`config.mk`:
```
export PLATFORM = sky130hd
export DESIGN_NAME = matrix_frame_store
export DESIGN_NICKNAME = d
export VERILOG_FILES = /design/src/rtl/matrix_pkg.sv /design/src/rtl/matrix_bank.sv /design/src/rtl/matrix_frame_store.sv
export SDC_FILE = /design/constraint.sdc
export NUM_CORES = 1
export LEC_CHECK = 0
export BUFFER_PORTS_ARGS = -buffer_cell sky130_fd_sc_hd__buf_2
export CORE_ASPECT_RATIO = 0.9
export CORE_MARGIN = 2
export CORE_UTILIZATION = 45
export DETAILED_ROUTE_END_ITERATION = 10
export PLACE_DENSITY_LB_ADDON = 0.2
export SLEW_MARGIN = 20
export SYNTH_ARGS = -nofsm -noshare
export SYNTH_HDL_FRONTEND = slang
export SYNTH_SLANG_ARGS = --single-unit
```
`constraint.sdc`:
```
create_clock -name clk -period 3.9 [get_ports clk]
set_input_delay 0.195 -clock clk [delete_from_list [all_inputs] [get_ports clk]]
set_output_delay 0.195 -clock clk [all_outputs]
set_load 0.01 [all_outputs]
```
`src/rtl/matrix_pkg.sv`:
```
// rtl/matrix_pkg.sv - shared constants and types for the LED matrix frame store
package matrix_pkg;

    localparam int ROWS     = 8;
    localparam int COLS     = 8;
    localparam int ROW_W    = $clog2(ROWS);
    localparam int ADDR_W   = ROW_W + 1;
    localparam int CNT_W    = 8;

    typedef logic [ROW_W-1:0] row_t;

    typedef enum logic {
        RED   = 1'b0,
        GREEN = 1'b1
    } color_t;

    typedef enum logic {
        FILL    = 1'b0,
        PENDING = 1'b1
    } state_t;

    // Flat bank address: colour plane in the MSB, row below it.
    function automatic logic [ADDR_W-1:0] bank_addr(input logic color, input row_t row);
        return {color, row};
    endfunction

endpackage

```
`src/rtl/matrix_bank.sv`:
```
// rtl/matrix_bank.sv - one 2 x ROWS x COLS bit store with write port and registered read port
module matrix_bank
    import matrix_pkg::*;
(
    input  logic            clk,
    input  logic            rst,
    input  logic            we,
    input  logic            wr_color,
    input  row_t            wr_row,
    input  logic [COLS-1:0] wr_data,
    input  logic            rd_color,
    input  row_t            rd_row,
    output logic [COLS-1:0] rd_data
);

    logic [COLS-1:0] mem [2*ROWS];

    // Clear on reset; otherwise write when enabled and always register the read.
    always_ff @(posedge clk) begin
        if (rst) begin
            for (int i = 0; i < 2*ROWS; i++) begin
                mem[i] <= '0;
            end
            rd_data <= '0;
        end else begin
            if (we) begin
                mem[bank_addr(wr_color, wr_row)] <= wr_data;
            end
            rd_data <= mem[bank_addr(rd_color, rd_row)];
        end
    end

endmodule

```
`src/rtl/matrix_frame_store.sv`:
```
// rtl/matrix_frame_store.sv - double-buffered bicolor frame store swapping on scan end-of-frame
module matrix_frame_store
    import matrix_pkg::*;
(
    input  logic             clk,
    input  logic             rst,
    input  logic             wr_valid,
    output logic             wr_ready,
    input  logic             wr_color,
    input  row_t             wr_row,
    input  logic [COLS-1:0]  wr_data,
    input  logic             wr_last,
    input  logic             rd_color,
    input  row_t             rd_row,
    output logic [COLS-1:0]  rd_data,
    input  logic             frame_sync,
    output logic             swap_pending,
    output logic [CNT_W-1:0] frame_count
);

    state_t          state;
    state_t          state_next;
    logic            front_sel;
    logic            rd_sel_q;
    logic            swap;
    logic            wr_en;
    logic [COLS-1:0] bank0_rd;
    logic [COLS-1:0] bank1_rd;

    // Next-state and handshake decode; frame_sync only matters once a frame is committed.
    always_comb begin
        state_next   = state;
        wr_ready     = 1'b0;
        swap_pending = 1'b0;
        swap         = 1'b0;
        wr_en        = 1'b0;
        case (state)
            FILL: begin
                wr_ready = !rst;
                wr_en    = wr_valid && !rst;
                if (wr_en && wr_last) begin
                    state_next = PENDING;
                end
            end
            PENDING: begin
                swap_pending = 1'b1;
                if (frame_sync) begin
                    swap       = 1'b1;
                    state_next = FILL;
                end
            end
            default: state_next = FILL;
        endcase
    end

    // State, bank selection and swap counter. rd_sel_q tracks which bank the
    // registered read came from so the output never mixes banks across a swap.
    always_ff @(posedge clk) begin
        if (rst) begin
            state       <= FILL;
            front_sel   <= 1'b0;
            rd_sel_q    <= 1'b0;
            frame_count <= '0;
        end else begin
            state    <= state_next;
            rd_sel_q <= front_sel;
            if (swap) begin
                front_sel   <= ~front_sel;
                frame_count <= frame_count + 1'b1;
            end
        end
    end

    matrix_bank u_bank0 (
        .clk      (clk),
        .rst      (rst),
        .we       (wr_en && front_sel),
        .wr_color (wr_color),
        .wr_row   (wr_row),
        .wr_data  (wr_data),
        .rd_color (rd_color),
        .rd_row   (rd_row),
        .rd_data  (bank0_rd)
    );

    matrix_bank u_bank1 (
        .clk      (clk),
        .rst      (rst),
        .we       (wr_en && !front_sel),
        .wr_color (wr_color),
        .wr_row   (wr_row),
        .wr_data  (wr_data),
        .rd_color (rd_color),
        .rd_row   (rd_row),
        .rd_data  (bank1_rd)
    );

    assign rd_data = rd_sel_q ? bank1_rd : bank0_rd;

endmodule

```
# Word level (Yosys, flattened, before mapping)

Memories as Yosys holds them, arrays and structs flattened. A register that Yosys moved wholly into a read port is not among the register bits.
Index checks and enable logic that the tools add are counted.

$add $sub $neg: 1
Mux-type cells: 23
Bitwise gates (word level): 2
Reductions and logical operators: 8

Operators by type and width:

| cell                                                          | number |
|---|---|
| 8-bit two-way mux                                             | 3 |
| 1-bit two-way mux                                             | 17 |
| 8-bit OR reduction                                            | 2 |
| 8-bit by 1-bit adder with 8-bit output, second input constant | 1 |
| 4-bit two-way mux                                             | 2 |
| 1-bit logical AND                                             | 4 |
| 1-bit zero test                                               | 2 |
| 1-bit inverter                                                | 2 |
| 1-bit one-hot mux with 2 select lines                         | 1 |

Register bits: 11
Bits in writable memories: 256
Word-level logic and storage cells: 40
Memories: 2

Memories:

| memory      | words | width | read ports | clocked after memory_dff | write ports | RTL line          | text |
|---|---|---|---|---|---|---|---|
| u_bank0.mem | 16    | 8     | 1          | 1                        | 16          | matrix_bank.sv:16 | `logic [COLS-1:0] mem [2*ROWS];` |
| u_bank1.mem | 16    | 8     | 1          | 1                        | 16          | matrix_bank.sv:16 |  |

# Depth between registers and ports, before layout

Word-level depth: 9
Gate-level depth with buffers: 8
Mapped depth without buffers: 5

# Modules after synthesis

Synthesis repeated with hierarchy kept, for this count alone.

Cell total of the unflattened synthesis: 955
Area total of the unflattened synthesis: 12,983.7 um2

Modules (own cells, without submodules):

| module             | times used | cells an instance | area an instance (um2) | seq. area each (um2) |
|---|---|---|---|---|
| matrix_bank        | 2          | 446               | 6,209.7                | 4,003.8 |
| matrix_frame_store | 1          | 63                | 564.3                  | 220.2 |

# Least setup slack after synthesis

No wires, ideal clock.

Path type: reg-to-reg
Start: register state
End: memory u_bank0.mem[6][0] (enable)
Library setup time: 0.309 ns
Arrival time: 1.423 ns
Required time: 3.591 ns
Slack: 2.168 ns
Cell stages (with the launch flop): 6
Path buffers: 1
Clock period less this slack: 1.732 ns
Cell sequence: dfxtp_1 > buf_2 > nor4b_4 > nand3_1 > nor2_2 > or2_2

RTL lines:

| element                | RTL line                 | text |
|---|---|---|
| start, declared        | matrix_frame_store.sv:21 | `state_t state;` |
| start signal, assigned | matrix_frame_store.sv:65 | `state <= state_next;` |
| end, declared          | matrix_bank.sv:16        |  |

==> reports/metrics.csv <==
metric,value,unit
fill count,2455,
"Async S/R FF share, synth",0,%
VDD IR max,336,uV
DRC errors left,0,
worst hold path type,in -> reg,
CTS tree,done,
Post-DP HPWL,19700,um
Die Area,30400,sq um
clock latency at the later pin of the worst-skew pair,550,ps
Final Non-Filler Cells,1361,
clock buffer depth,3,
clock edge transition at the registers on the reported setup and hold paths,60,ps
Mapped Area,13100,sq um
Die W,184,um
Final Setup Violations,0,
GPL Wtd Cong,0.809,
row cnt,59,
outcome,finished clean,
RSZ-0062 raised after global routing,false,
Yosys reg bits,283,
MaxCap Viol Count,0,
Post-synth top cells,"and2_1, edfxtp_1, mux2i_1",
largest net degree at the start of global routing,47,
most common cell in the netlist,and2_1,
CTS Root Buffer Type,clkbuf_16,
Worst Tran Pin Value,941,ps
power density cells,463,nW/um^2
final count of pins violating max slew,0,
Worst Skew,8.70,ps
vias in the first global route,7396,
sequential fraction of the synthesis area,63.0,%
Inst Count DP,1303,
Vias/cell,5.50,
nets@finish,994,
largest fanout on the critical path,10,
H-tree Lvls,1,
headroom to the max-slew limit,37.3,%
IO Pins,39,
top post-synthesis cells by area,"edfxtp_1, and2_1, mux2i_1, dfxtp_1, a22oi_1",
WS Path Type,reg -> reg,
total grt overflow,0,
gr usage total,20.9,%
# resized after CTS,0,
Vias,7492,
Crit path required time,4140,ps
Final ANT Viol Nets,0,
"Distinct cells, synth",42,
Gate Count Post-Synth,954,
DR iter-0 viols,625,
post-route minimum period,2140,ps
Synth Area per Inst,13.7,sq um
layout cells sized above 1,17.2,%
crit end category,flip-flop,
"Top FF cell, synth",edfxtp_1,
Buffers on Ports,38,
Die Y,166,um
top-area cell type share of the netlist area,58.9,%
initial core utilization,45.5,%
post-synth top area cell,edfxtp_1,
ant diodes,0,
CTS buffer count,31,
"Hold-fix buffers, CTS",2,
total power,6660,uW
Core Area,28700,sq um
crit path DAT,2380,ps
"Setup Fix Bufs, Post-CTS",0,
Sink Count,283,
number of flops mapped to enable cells by yosys,256,
WL/cell,22.9,um
drt total wl,31100,um
initial antenna violation count,1,
Final period util,54.9,%
Startpoint Class,flip-flop,
final total negative setup slack,0,ps
area growth from synthesis to layout,10.1,%
Final Hold Fails,0,
first-pass GRT wire length,46800,um
Leak,0.00553,uW
Fmax,467,MHz
syn_nets,976,
Synthesis Warnings,0,
TritonRoute pass-1 iters,5,
[power by group]
| group | internal, uW | switching [uW] | total, uW |
|---|---|---|---|
| logic | 147 | 305 | 452 |
| clock network | 1570 | 1180 | 2760 |
| registers | 3410 | 40.0 | 3450 |
| total | 5130 | 1530 | 6660 |
[area by class of cell]
| cell class | instances | area [sq um] | area share (%) |
|---|---|---|---|
| repair buffers | 48 | 289 | 2.01 |
| flip-flops and latches | 283 | 8230 | 57.2 |
| clock inverters | 22 | 155 | 1.08 |
| well taps | 366 | 458 | 3.19 |
| multi-input cells | 606 | 4450 | 31.0 |
| inverters | 2 | 7.51 | 0.0522 |
| clock buffers | 34 | 787 | 5.47 |
[sequential cells by signal, indices dropped and copies added (netlist names)]
| register | count |
|---|---|
| front_sel | 1 |
| state | 1 |
| u_bank1.mem | 128 |
| u_bank0.mem | 128 |
| rd_sel_q | 1 |
| u_bank1.rd_data | 8 |
| frame_count | 8 |
| u_bank0.rd_data | 8 |
[worst max-delay path, cell delays in order, from the launching register on]
cell	delay, ps
dfxtp_1	420
nor4b_4	390
nand2_1	240
nor2_1	450
or2_2	330
[path summary, 6_finish.rpt]
| check | start | endpoint | slack (ps) | cells after the start |
|---|---|---|---|---|
| hold / removal | wr_valid | state | 40 | 4 |
| setup / recovery | state | u_bank0.mem[3][3] | 1760 | 4 |
| hold reg to reg | frame_count[1] | frame_count[1] | 520 | 2 |
| setup reg to reg | state | u_bank0.mem[3][3] | 1760 | 4 |
[routing by layer]
| layer | share of wire [%] | GRT usage [%] | wire length, um | up-vias |
|---|---|---|---|---|
| met5 | 0.035 | 0 | 11 | - |
| met3 | 5.3 | 2.92 | 1640 | 50 |
| met4 | 2.3 | 5.24 | 719 | 2 |
| li1 | - | - | - | 3469 |
| met2 | 46 | 33.0 | 14200 | 217 |
| met1 | 47 | 30.8 | 14600 | 3754 |
[kinds of logic after synthesis]
group / after synthesis / share of synthesized area, %
and+or+nand+nor: 401 / 18.6
DFF: 283 / 63.0
muxes: 123 / 10.9
AOI/OAI and AO/OA: 75 / 4.00
buffers and inverters: 65 / 2.98
xor gates and xnor gates: 6 / 0.403
adders and majority gates: 1 / 0.0958
[cell usage in the layout (no fill, tap or decap), types with 4 or more instances in the layout]
| cell type | synthesis | final |
|---|---|---|
| o21ai_0 | 7 | 7 |
| buf_4 | 2 | 7 |
| mux2_2 | 9 | 9 |
| mux2i_1 | 100 | 100 |
| buf_2 | 10 | 37 |
| nor2_4 | 4 | 4 |
| dfxtp_1 | 27 | 27 |
| and2_1 | 257 | 257 |
| o211ai_1 | 4 | 4 |
| a22oi_1 | 46 | 46 |
| nor2_2 | 16 | 17 |
| nor2_1 | 24 | 23 |
| o21ai_1 | 11 | 11 |
| nand2b_1 | 9 | 9 |
| nand2_1 | 25 | 25 |
| edfxtp_1 | 256 | 256 |
| or2_2 | 33 | 33 |
| mux4_2 | 11 | 11 |
| nand3_1 | 17 | 17 |
| clkinv_1 | 0 | 11 |
| clkinv_2 | 0 | 6 |
| clkbuf_16 | 0 | 31 |
[per-stage QoR]
stage                     instance area (sq um)  setup WS [ps]  utilization [%]  hold slack [ps]
after floorplan                           13100           2170                -              355
after global placement                    13400           1700             46.7              494
after detailed placement                  13400           1700             46.7              510
after CTS                                 14400           1780             50.0             16.5
after global routing                      14400           1570             50.1             38.4
final                                     14400           1760             50.1             36.9
Note: power is estimated with default switching activity, not from simulation.
